<file path="config.mk">
export PLATFORM = sky130hd
export DESIGN_NAME = lr_pkt_arbiter_flat
export DESIGN_NICKNAME = d
export VERILOG_FILES = /design/src/rtl/lr_pkt_arbiter_if.sv /design/src/rtl/lr_pkt_arbiter.sv /design/src/flat_wrapper.sv
export SDC_FILE = /design/constraint.sdc
export NUM_CORES = 1
export LEC_CHECK = 0
export ABC_CLOCK_PERIOD_IN_PS = 2940
export BUFFER_PORTS_ARGS = -buffer_cell sky130_fd_sc_hd__buf_4
export CAP_MARGIN = 25
export CORE_AREA = 2 2 194 196
export DETAILED_ROUTE_END_ITERATION = 8
export DIE_AREA = 0 0 196 198
export HOLD_SLACK_MARGIN = 0.08
export SYNTH_ARGS = -nofsm -noshare
export SYNTH_HDL_FRONTEND = slang
export SYNTH_SLANG_ARGS = --single-unit
</file>
<file path="constraint.sdc">
create_clock -name clk -period 2.94 [get_ports clk]
set_clock_uncertainty 0.1 [all_clocks]
set_input_delay 0 -clock clk [delete_from_list [all_inputs] [get_ports clk]]
set_output_delay 0 -clock clk [all_outputs]
set_load 0.05 [all_outputs]
</file>
<file path="src/rtl/lr_pkt_arbiter_if.sv">
// Bundle of the two source ports, the forwarded output bus and the statistics
// of lr_pkt_arbiter. The arbiter uses the slave modport; sources/sinks use master.
interface lr_pkt_arbiter_if;
    logic         p0_req;
    logic         p1_req;
    logic         p0_gnt;
    logic         p1_gnt;
    logic         p0_data_wr;
    logic [133:0] p0_data;
    logic         p0_data_valid_wr;
    logic         p0_data_valid;
    logic         p1_data_wr;
    logic [133:0] p1_data;
    logic         p1_data_valid_wr;
    logic         p1_data_valid;
    logic         out_data_wr;
    logic [133:0] out_data;
    logic         out_data_valid_wr;
    logic         out_data_valid;
    logic         arb_busy;
    logic [31:0]  p0_pkt_cnt;
    logic [31:0]  p1_pkt_cnt;
    logic [15:0]  abort_cnt;

    modport master (
        output p0_req, p1_req,
        output p0_data_wr, p0_data, p0_data_valid_wr, p0_data_valid,
        output p1_data_wr, p1_data, p1_data_valid_wr, p1_data_valid,
        input  p0_gnt, p1_gnt,
        input  out_data_wr, out_data, out_data_valid_wr, out_data_valid,
        input  arb_busy, p0_pkt_cnt, p1_pkt_cnt, abort_cnt
    );

    modport slave (
        input  p0_req, p1_req,
        input  p0_data_wr, p0_data, p0_data_valid_wr, p0_data_valid,
        input  p1_data_wr, p1_data, p1_data_valid_wr, p1_data_valid,
        output p0_gnt, p1_gnt,
        output out_data_wr, out_data, out_data_valid_wr, out_data_valid,
        output arb_busy, p0_pkt_cnt, p1_pkt_cnt, abort_cnt
    );
endinterface

</file>
<file path="src/rtl/lr_pkt_arbiter.sv">
// Packet-atomic two-port arbiter for the 134-bit UM/LCM metadata bus with stall
// watchdog and per-port statistics. Define LR_ARB_STRICT_PRIO_EN for port-1 priority.
module lr_pkt_arbiter #(
    parameter int unsigned TIMEOUT = 16
) (
    input  logic              clk,
    input  logic              rst_n,
    lr_pkt_arbiter_if.slave   bus
);

    typedef enum logic [1:0] {
        S_IDLE  = 2'd0,
        S_WAIT  = 2'd1,
        S_XFER  = 2'd2,
        S_ABORT = 2'd3
    } state_t;

    localparam logic [1:0] TAG_HEAD = 2'b01;
    localparam logic [1:0] TAG_TAIL = 2'b10;
    localparam logic [7:0] LP_STALL_LAST = 8'(TIMEOUT - 1);

    state_t       r_state;
    state_t       w_state_nxt;
    logic         r_port;
    logic         w_port_nxt;
    logic         r_last_srv;
    logic         w_last_srv_nxt;
    logic [1:0]   r_gnt;
    logic [1:0]   w_gnt_nxt;
    logic [7:0]   r_stall;
    logic [7:0]   w_stall_nxt;
    logic         r_out_wr;
    logic         w_out_wr_nxt;
    logic [133:0] r_out_data;
    logic [133:0] w_out_data_nxt;
    logic         r_out_vwr;
    logic         w_out_vwr_nxt;
    logic         r_out_v;
    logic         w_out_v_nxt;
    logic [31:0]  r_p0_cnt;
    logic [31:0]  r_p1_cnt;
    logic [15:0]  r_abort_cnt;
    logic         w_p0_inc;
    logic         w_p1_inc;
    logic         w_abort_inc;
    logic         w_pick;

    logic         w_sel_req;
    logic         w_sel_wr;
    logic [133:0] w_sel_data;
    logic         w_sel_vwr;
    logic         w_sel_v;

    // Only the granted port is ever looked at outside IDLE.
    assign w_sel_req  = r_port ? bus.p1_req           : bus.p0_req;
    assign w_sel_wr   = r_port ? bus.p1_data_wr       : bus.p0_data_wr;
    assign w_sel_data = r_port ? bus.p1_data          : bus.p0_data;
    assign w_sel_vwr  = r_port ? bus.p1_data_valid_wr : bus.p0_data_valid_wr;
    assign w_sel_v    = r_port ? bus.p1_data_valid    : bus.p0_data_valid;

    always_comb begin
        w_state_nxt    = r_state;
        w_port_nxt     = r_port;
        w_last_srv_nxt = r_last_srv;
        w_gnt_nxt      = r_gnt;
        w_stall_nxt    = r_stall;
        w_out_wr_nxt   = 1'b0;
        w_out_data_nxt = '0;
        w_out_vwr_nxt  = 1'b0;
        w_out_v_nxt    = 1'b0;
        w_p0_inc       = 1'b0;
        w_p1_inc       = 1'b0;
        w_abort_inc    = 1'b0;
        w_pick         = 1'b0;

        case (r_state)
            S_IDLE: begin
                if (bus.p0_req || bus.p1_req) begin
                    if (bus.p0_req && bus.p1_req) begin
`ifdef LR_ARB_STRICT_PRIO_EN
                        w_pick = 1'b1;
`else
                        w_pick = ~r_last_srv;
`endif
                    end else begin
                        w_pick = bus.p1_req;
                    end
                    w_port_nxt  = w_pick;
                    w_gnt_nxt   = w_pick ? 2'b10 : 2'b01;
                    w_stall_nxt = '0;
                    w_state_nxt = S_WAIT;
                end
            end

            S_WAIT: begin
                if (w_sel_wr && (w_sel_data[133:132] == TAG_HEAD)) begin
                    w_out_wr_nxt   = 1'b1;
                    w_out_data_nxt = w_sel_data;
                    w_out_vwr_nxt  = w_sel_vwr;
                    w_out_v_nxt    = w_sel_v;
                    w_stall_nxt    = '0;
                    w_state_nxt    = S_XFER;
                end else if (!w_sel_req || (r_stall == LP_STALL_LAST)) begin
                    // A withdrawn request is not an abort, even on the timeout cycle.
                    w_gnt_nxt   = 2'b00;
                    w_state_nxt = S_IDLE;
                    w_abort_inc = w_sel_req;
                end else begin
                    w_stall_nxt = r_stall + 8'd1;
                end
            end

            S_XFER: begin
                if (w_sel_wr) begin
                    w_out_wr_nxt   = 1'b1;
                    w_out_data_nxt = w_sel_data;
                    w_out_vwr_nxt  = w_sel_vwr;
                    w_out_v_nxt    = w_sel_v;
                    w_stall_nxt    = '0;
                    if (w_sel_data[133:132] == TAG_TAIL) begin
                        w_gnt_nxt      = 2'b00;
                        w_last_srv_nxt = r_port;
                        w_p0_inc       = ~r_port;
                        w_p1_inc       = r_port;
                        w_state_nxt    = S_IDLE;
                    end
                end else if (r_stall == LP_STALL_LAST) begin
                    w_gnt_nxt   = 2'b00;
                    w_state_nxt = S_ABORT;
                end else begin
                    w_stall_nxt = r_stall + 8'd1;
                end
            end

            S_ABORT: begin
                // Synthetic tail marked discard so downstream drops the fragment.
                w_out_wr_nxt   = 1'b1;
                w_out_data_nxt = {TAG_TAIL, 132'd0};
                w_out_vwr_nxt  = 1'b1;
                w_out_v_nxt    = 1'b0;
                w_abort_inc    = 1'b1;
                w_last_srv_nxt = r_port;
                w_state_nxt    = S_IDLE;
            end

            default: begin
                w_gnt_nxt   = 2'b00;
                w_state_nxt = S_IDLE;
            end
        endcase
    end

    always_ff @(posedge clk or negedge rst_n) begin
        if (!rst_n) begin
            r_state    <= S_IDLE;
            r_port     <= 1'b0;
            r_last_srv <= 1'b1;
            r_gnt      <= '0;
            r_stall    <= '0;
            r_out_wr   <= 1'b0;
            r_out_data <= '0;
            r_out_vwr  <= 1'b0;
            r_out_v    <= 1'b0;
        end else begin
            r_state    <= w_state_nxt;
            r_port     <= w_port_nxt;
            r_last_srv <= w_last_srv_nxt;
            r_gnt      <= w_gnt_nxt;
            r_stall    <= w_stall_nxt;
            r_out_wr   <= w_out_wr_nxt;
            r_out_data <= w_out_data_nxt;
            r_out_vwr  <= w_out_vwr_nxt;
            r_out_v    <= w_out_v_nxt;
        end
    end

    always_ff @(posedge clk or negedge rst_n) begin
        if (!rst_n) begin
            r_p0_cnt    <= '0;
            r_p1_cnt    <= '0;
            r_abort_cnt <= '0;
        end else begin
            if (w_p0_inc) begin
                r_p0_cnt <= r_p0_cnt + 32'd1;
            end
            if (w_p1_inc) begin
                r_p1_cnt <= r_p1_cnt + 32'd1;
            end
            if (w_abort_inc && (r_abort_cnt != '1)) begin
                r_abort_cnt <= r_abort_cnt + 16'd1;
            end
        end
    end

    assign bus.p0_gnt            = r_gnt[0];
    assign bus.p1_gnt            = r_gnt[1];
    assign bus.out_data_wr       = r_out_wr;
    assign bus.out_data          = r_out_data;
    assign bus.out_data_valid_wr = r_out_vwr;
    assign bus.out_data_valid    = r_out_v;
    assign bus.arb_busy          = (r_state != S_IDLE);
    assign bus.p0_pkt_cnt        = r_p0_cnt;
    assign bus.p1_pkt_cnt        = r_p1_cnt;
    assign bus.abort_cnt         = r_abort_cnt;

endmodule

</file>
<file path="src/flat_wrapper.sv">
// flat-port wrapper written by rule: the top's interface ports become plain ports
module lr_pkt_arbiter_flat 
#(
    parameter int unsigned TIMEOUT = 16
)
  (clk, rst_n, bus_p0_req, bus_p1_req, bus_p0_data_wr, bus_p0_data, bus_p0_data_valid_wr, bus_p0_data_valid, bus_p1_data_wr, bus_p1_data, bus_p1_data_valid_wr, bus_p1_data_valid, bus_p0_gnt, bus_p1_gnt, bus_out_data_wr, bus_out_data, bus_out_data_valid_wr, bus_out_data_valid, bus_arb_busy, bus_p0_pkt_cnt, bus_p1_pkt_cnt, bus_abort_cnt);
  lr_pkt_arbiter_if bus_i ();
  input  logic clk;
  input  logic rst_n;
  input wire logic [$bits(bus_i.p0_req)-1:0] bus_p0_req;
  input wire logic [$bits(bus_i.p1_req)-1:0] bus_p1_req;
  input wire logic [$bits(bus_i.p0_data_wr)-1:0] bus_p0_data_wr;
  input wire logic [$bits(bus_i.p0_data)-1:0] bus_p0_data;
  input wire logic [$bits(bus_i.p0_data_valid_wr)-1:0] bus_p0_data_valid_wr;
  input wire logic [$bits(bus_i.p0_data_valid)-1:0] bus_p0_data_valid;
  input wire logic [$bits(bus_i.p1_data_wr)-1:0] bus_p1_data_wr;
  input wire logic [$bits(bus_i.p1_data)-1:0] bus_p1_data;
  input wire logic [$bits(bus_i.p1_data_valid_wr)-1:0] bus_p1_data_valid_wr;
  input wire logic [$bits(bus_i.p1_data_valid)-1:0] bus_p1_data_valid;
  output wire logic [$bits(bus_i.p0_gnt)-1:0] bus_p0_gnt;
  output wire logic [$bits(bus_i.p1_gnt)-1:0] bus_p1_gnt;
  output wire logic [$bits(bus_i.out_data_wr)-1:0] bus_out_data_wr;
  output wire logic [$bits(bus_i.out_data)-1:0] bus_out_data;
  output wire logic [$bits(bus_i.out_data_valid_wr)-1:0] bus_out_data_valid_wr;
  output wire logic [$bits(bus_i.out_data_valid)-1:0] bus_out_data_valid;
  output wire logic [$bits(bus_i.arb_busy)-1:0] bus_arb_busy;
  output wire logic [$bits(bus_i.p0_pkt_cnt)-1:0] bus_p0_pkt_cnt;
  output wire logic [$bits(bus_i.p1_pkt_cnt)-1:0] bus_p1_pkt_cnt;
  output wire logic [$bits(bus_i.abort_cnt)-1:0] bus_abort_cnt;
  assign bus_i.p0_req = bus_p0_req;
  assign bus_i.p1_req = bus_p1_req;
  assign bus_i.p0_data_wr = bus_p0_data_wr;
  assign bus_i.p0_data = bus_p0_data;
  assign bus_i.p0_data_valid_wr = bus_p0_data_valid_wr;
  assign bus_i.p0_data_valid = bus_p0_data_valid;
  assign bus_i.p1_data_wr = bus_p1_data_wr;
  assign bus_i.p1_data = bus_p1_data;
  assign bus_i.p1_data_valid_wr = bus_p1_data_valid_wr;
  assign bus_i.p1_data_valid = bus_p1_data_valid;
  assign bus_p0_gnt = bus_i.p0_gnt;
  assign bus_p1_gnt = bus_i.p1_gnt;
  assign bus_out_data_wr = bus_i.out_data_wr;
  assign bus_out_data = bus_i.out_data;
  assign bus_out_data_valid_wr = bus_i.out_data_valid_wr;
  assign bus_out_data_valid = bus_i.out_data_valid;
  assign bus_arb_busy = bus_i.arb_busy;
  assign bus_p0_pkt_cnt = bus_i.p0_pkt_cnt;
  assign bus_p1_pkt_cnt = bus_i.p1_pkt_cnt;
  assign bus_abort_cnt = bus_i.abort_cnt;
  lr_pkt_arbiter #(.TIMEOUT(TIMEOUT)) u_core (.clk(clk), .rst_n(rst_n), .bus(bus_i));
endmodule
</file>
==> results.toml <==
[finish]
num-nets-final = 1962
filler_cell_count = 3266
fin_area_um2 = 18300
drive_gt1_share_pct = 34.3
area_growth_syn_to_layout_pct = 79.6
final_core_utilization_pct = 49.6

[sta]
fin_ws_ns = 0.103
relSlewSlack_pct = 43.8
finalSetupTns_ns = 0
setup_viol = 0
clock.fmax_mhz = 353
rsz0062_at_grt = "false"
finalCritPeriodShare_pct = 96.5
worst_pin_slew_ns = 0.843
hold_ws_ns = 0.166
period_minus_slack_ns = 2.84
hold_viol_final = 0
slew_viol_final = 0

[placement]
place_worst_setup_slack_ns = 0.378
port_buffers = 497
gp_congestion = 0.814
hpwl_um = 27300
dpl-instance-area_um2 = 14500

[detailed_routing]
dr.pass1.iters = 4
drt_iter0_markers = 378
finalWirelength_um = 39600
antenna_left = 0
wire_per_inst_um = 18.2
drt-vias-per-instance = 4.56
vias = 9917
remaining_drc_errors = 0

[synthesis]
ys_seq_area_share_pct = 56.7
synth_edf_count = 0
ys_async_sr_fraction_pct = 100
syn_inst = 889
ys_warn_count = 0
synth_top_area_share_pct = 56.4
syn_nets = 1175
synth-seq-cells = 231
synth_flop_cell = "dfrtp_1"
synth_top_area_cell = "dfrtp_1"
synth.area.top_cells = "dfrtp_1, mux2i_1, nor2_1"
syn_area_um2 = 10200
yosysUniqueCellTypes = 54
synth.avg_cell_area_um2 = 11.5

[power_and_ir_drop]
leakagePower_nw = 9.57
peakVddDrop_mv = 0.543
power_density_nw_per_um2 = 634

[clock_tree]
clk_latency_ns = 0.53
cts.sink_count = 231
htreeDepth = 1
cts_setup_buffers = 0
path_clk_slew_ns = 0.06
tritoncts = "built"
cts-root-buf = "clkbuf_16"
cts_buffers = 26
clk_path_buf_depth = 3

[global_routing]
grt_overflow = 0
gr-max-usage-layer = "met2"
grt_max_degree = 107
grtUsageMet2_pct = 33.9
met1_usage_pct = 23.4
grt_util_met3_pct = 4.77
first_global_vias = 10500
antenna_found_initial = 10
track_usage_pct = 19.5
grt_first_pass_wirelength_um = 58900

[die]
fp.dieH_um = 198
die_w_um = 196
rows = 71
die-area_um2 = 38800
initial_core_util_pct = 27.6
pin_count = 498
core_um2 = 37000

[setup_path]
cp_cell_sequence = "or4_4 > o21ai_0 > nand2_1 > a211oi_2 > dlygate4sd3_1 > mux2_2"
crit_buf_inv = 1
cp_slowest_cell = "dlygate4sd3_1"
end_kind = "register"
critPathKind = "reg2reg"
crit_arrival_ns = 3.15
slowest_delay_ns = 0.60
crit_fanout = 7
crit_family = "simple AND/OR/NAND/NOR gates"
critPathRequiredTime_ns = 3.26
cp-start-kind = "register"

[outcome]
outcome = "completed"

[run]
cap_violations = 0

[hold_path]
hold_path_class = "in2reg"
-- sequential cells by signal, indices dropped and copies added, names as in the netlist, 2 cells and up --
name	count
u_core.bus.p1_pkt_cnt	32
u_core.r_gnt	2
u_core.r_stall	8
u_core.bus.p0_pkt_cnt	32
u_core.r_state	2
u_core.bus.out_data	134
u_core.bus.abort_cnt	16
-- layout make-up --
class	instances	area (um2)	area share (%)
Inverter	19	71.3	0.389
Multi-Input combinational cell	598	4160	22.7
Antenna cell	5	12.5	0.0683
Clock buffer	38	767	4.19
Clock inverter	8	140	0.765
Sequential cell	231	5790	31.6
Tap cell	474	593	3.24
Timing Repair Buffer	800	6780	37.0
-- path summary, 6_finish.rpt --
path                                      startpoint                         to  slack, ns  cells past startpoint
setup / recovery                   u_core.r_stall[4]            u_core.r_gnt[0]       0.10                      6
hold / removal                       bus_p1_data[88]    u_core.bus.out_data[88]       0.17                      4
setup reg to reg                   u_core.r_stall[4]            u_core.r_gnt[0]       0.10                      6
hold reg to reg            u_core.bus.p0_pkt_cnt[31]  u_core.bus.p0_pkt_cnt[31]       0.37                      1
max in group asynchronous                      rst_n     u_core.bus.out_data[2]       1.34                      4
min in group asynchronous                      rst_n  u_core.bus.p0_pkt_cnt[18]       0.58                      3
-- cells by family (layout without fill, tap and decap cells) --
kind of cell    after synthesis  after routing  share of synthesized area [%]
compound gates               35             35                           2.97
xor+xnor                     77             77                           6.61
fa+ha+maj                     8              8                          0.982
buf+inv                      60            865                           2.54
flops                       231            231                           56.7
mux                         146            146                           14.4
other cells                   0              5                              0
simple gates                332            332                           15.8
-- synthesized netlist by cell type, types with 3 or more instances --
cell type,instances
ha_1,8
nor4_1,7
or2_2,3
xor2_1,41
nand4_1,20
inv_1,19
a211o_1,5
and4_1,7
mux2i_1,138
nand3_1,25
a21oi_1,4
nand2_1,44
mux2_2,8
and3_1,16
clkbuf_1,27
nor3_1,18
a22o_1,6
dfrtp_1,230
xnor2_1,36
nor4_2,4
nor2_1,164
nor3b_1,4
and2_1,4
o21ai_0,6
buf_2,9
-- report_power, final --
| part | total [W] | internal [W] | switching, W | leakage, nW |
|---|---|---|---|---|
| Sequential | 0.00356 | 0.00341 | 0.000147 | 3.18 |
| Combinational | 0.00457 | 0.00226 | 0.00231 | 5.95 |
| Clock | 0.00348 | 0.00215 | 0.00134 | 0.448 |
-- routing by layer --
layer  part of all wire (%)  vias up
li1                       -     4614
met1                     40     4822
met2                     50      386
met3                    7.0       89
met4                    3.5        6
met5                  0.099        -
-- cell usage in the layout, fill, tap and decap left out, drive strengths merged, types with 7 or more instances in the layout --
cell type and n:
buf 512, dlygate4sd3 288, dfrtp 230, nor2 165, mux2i 138, nand2 44, xor2 41, clkbuf 38
xnor2 36, nand3 25, nand4 20, inv 19, nor3 19, and3 17, nor4 12, mux2 8
ha 8, and4 7
-- what timing repair did --
item                                   CTS  global route
hold buffers                           288             0
gates resized for setup                  0             0
endpoints found under the hold margin  368             0
-- tightest hold or removal path: cells and delay by family --
family        cells  cell delay (ns)
simple gates      1             0.08
buf+inv           2             0.63
mux               1             0.05
-- through the flow --
stage / cells / power, W
floorplan: 889 / 0.00597
global placement: 1834 / 0.00707
detailed placement: 1834 / 0.00711
CTS: 2168 / 0.0116
global route: 2170 / 0.0121
finish: 2173 / 0.0116
(Power assumes the default switching activity.)
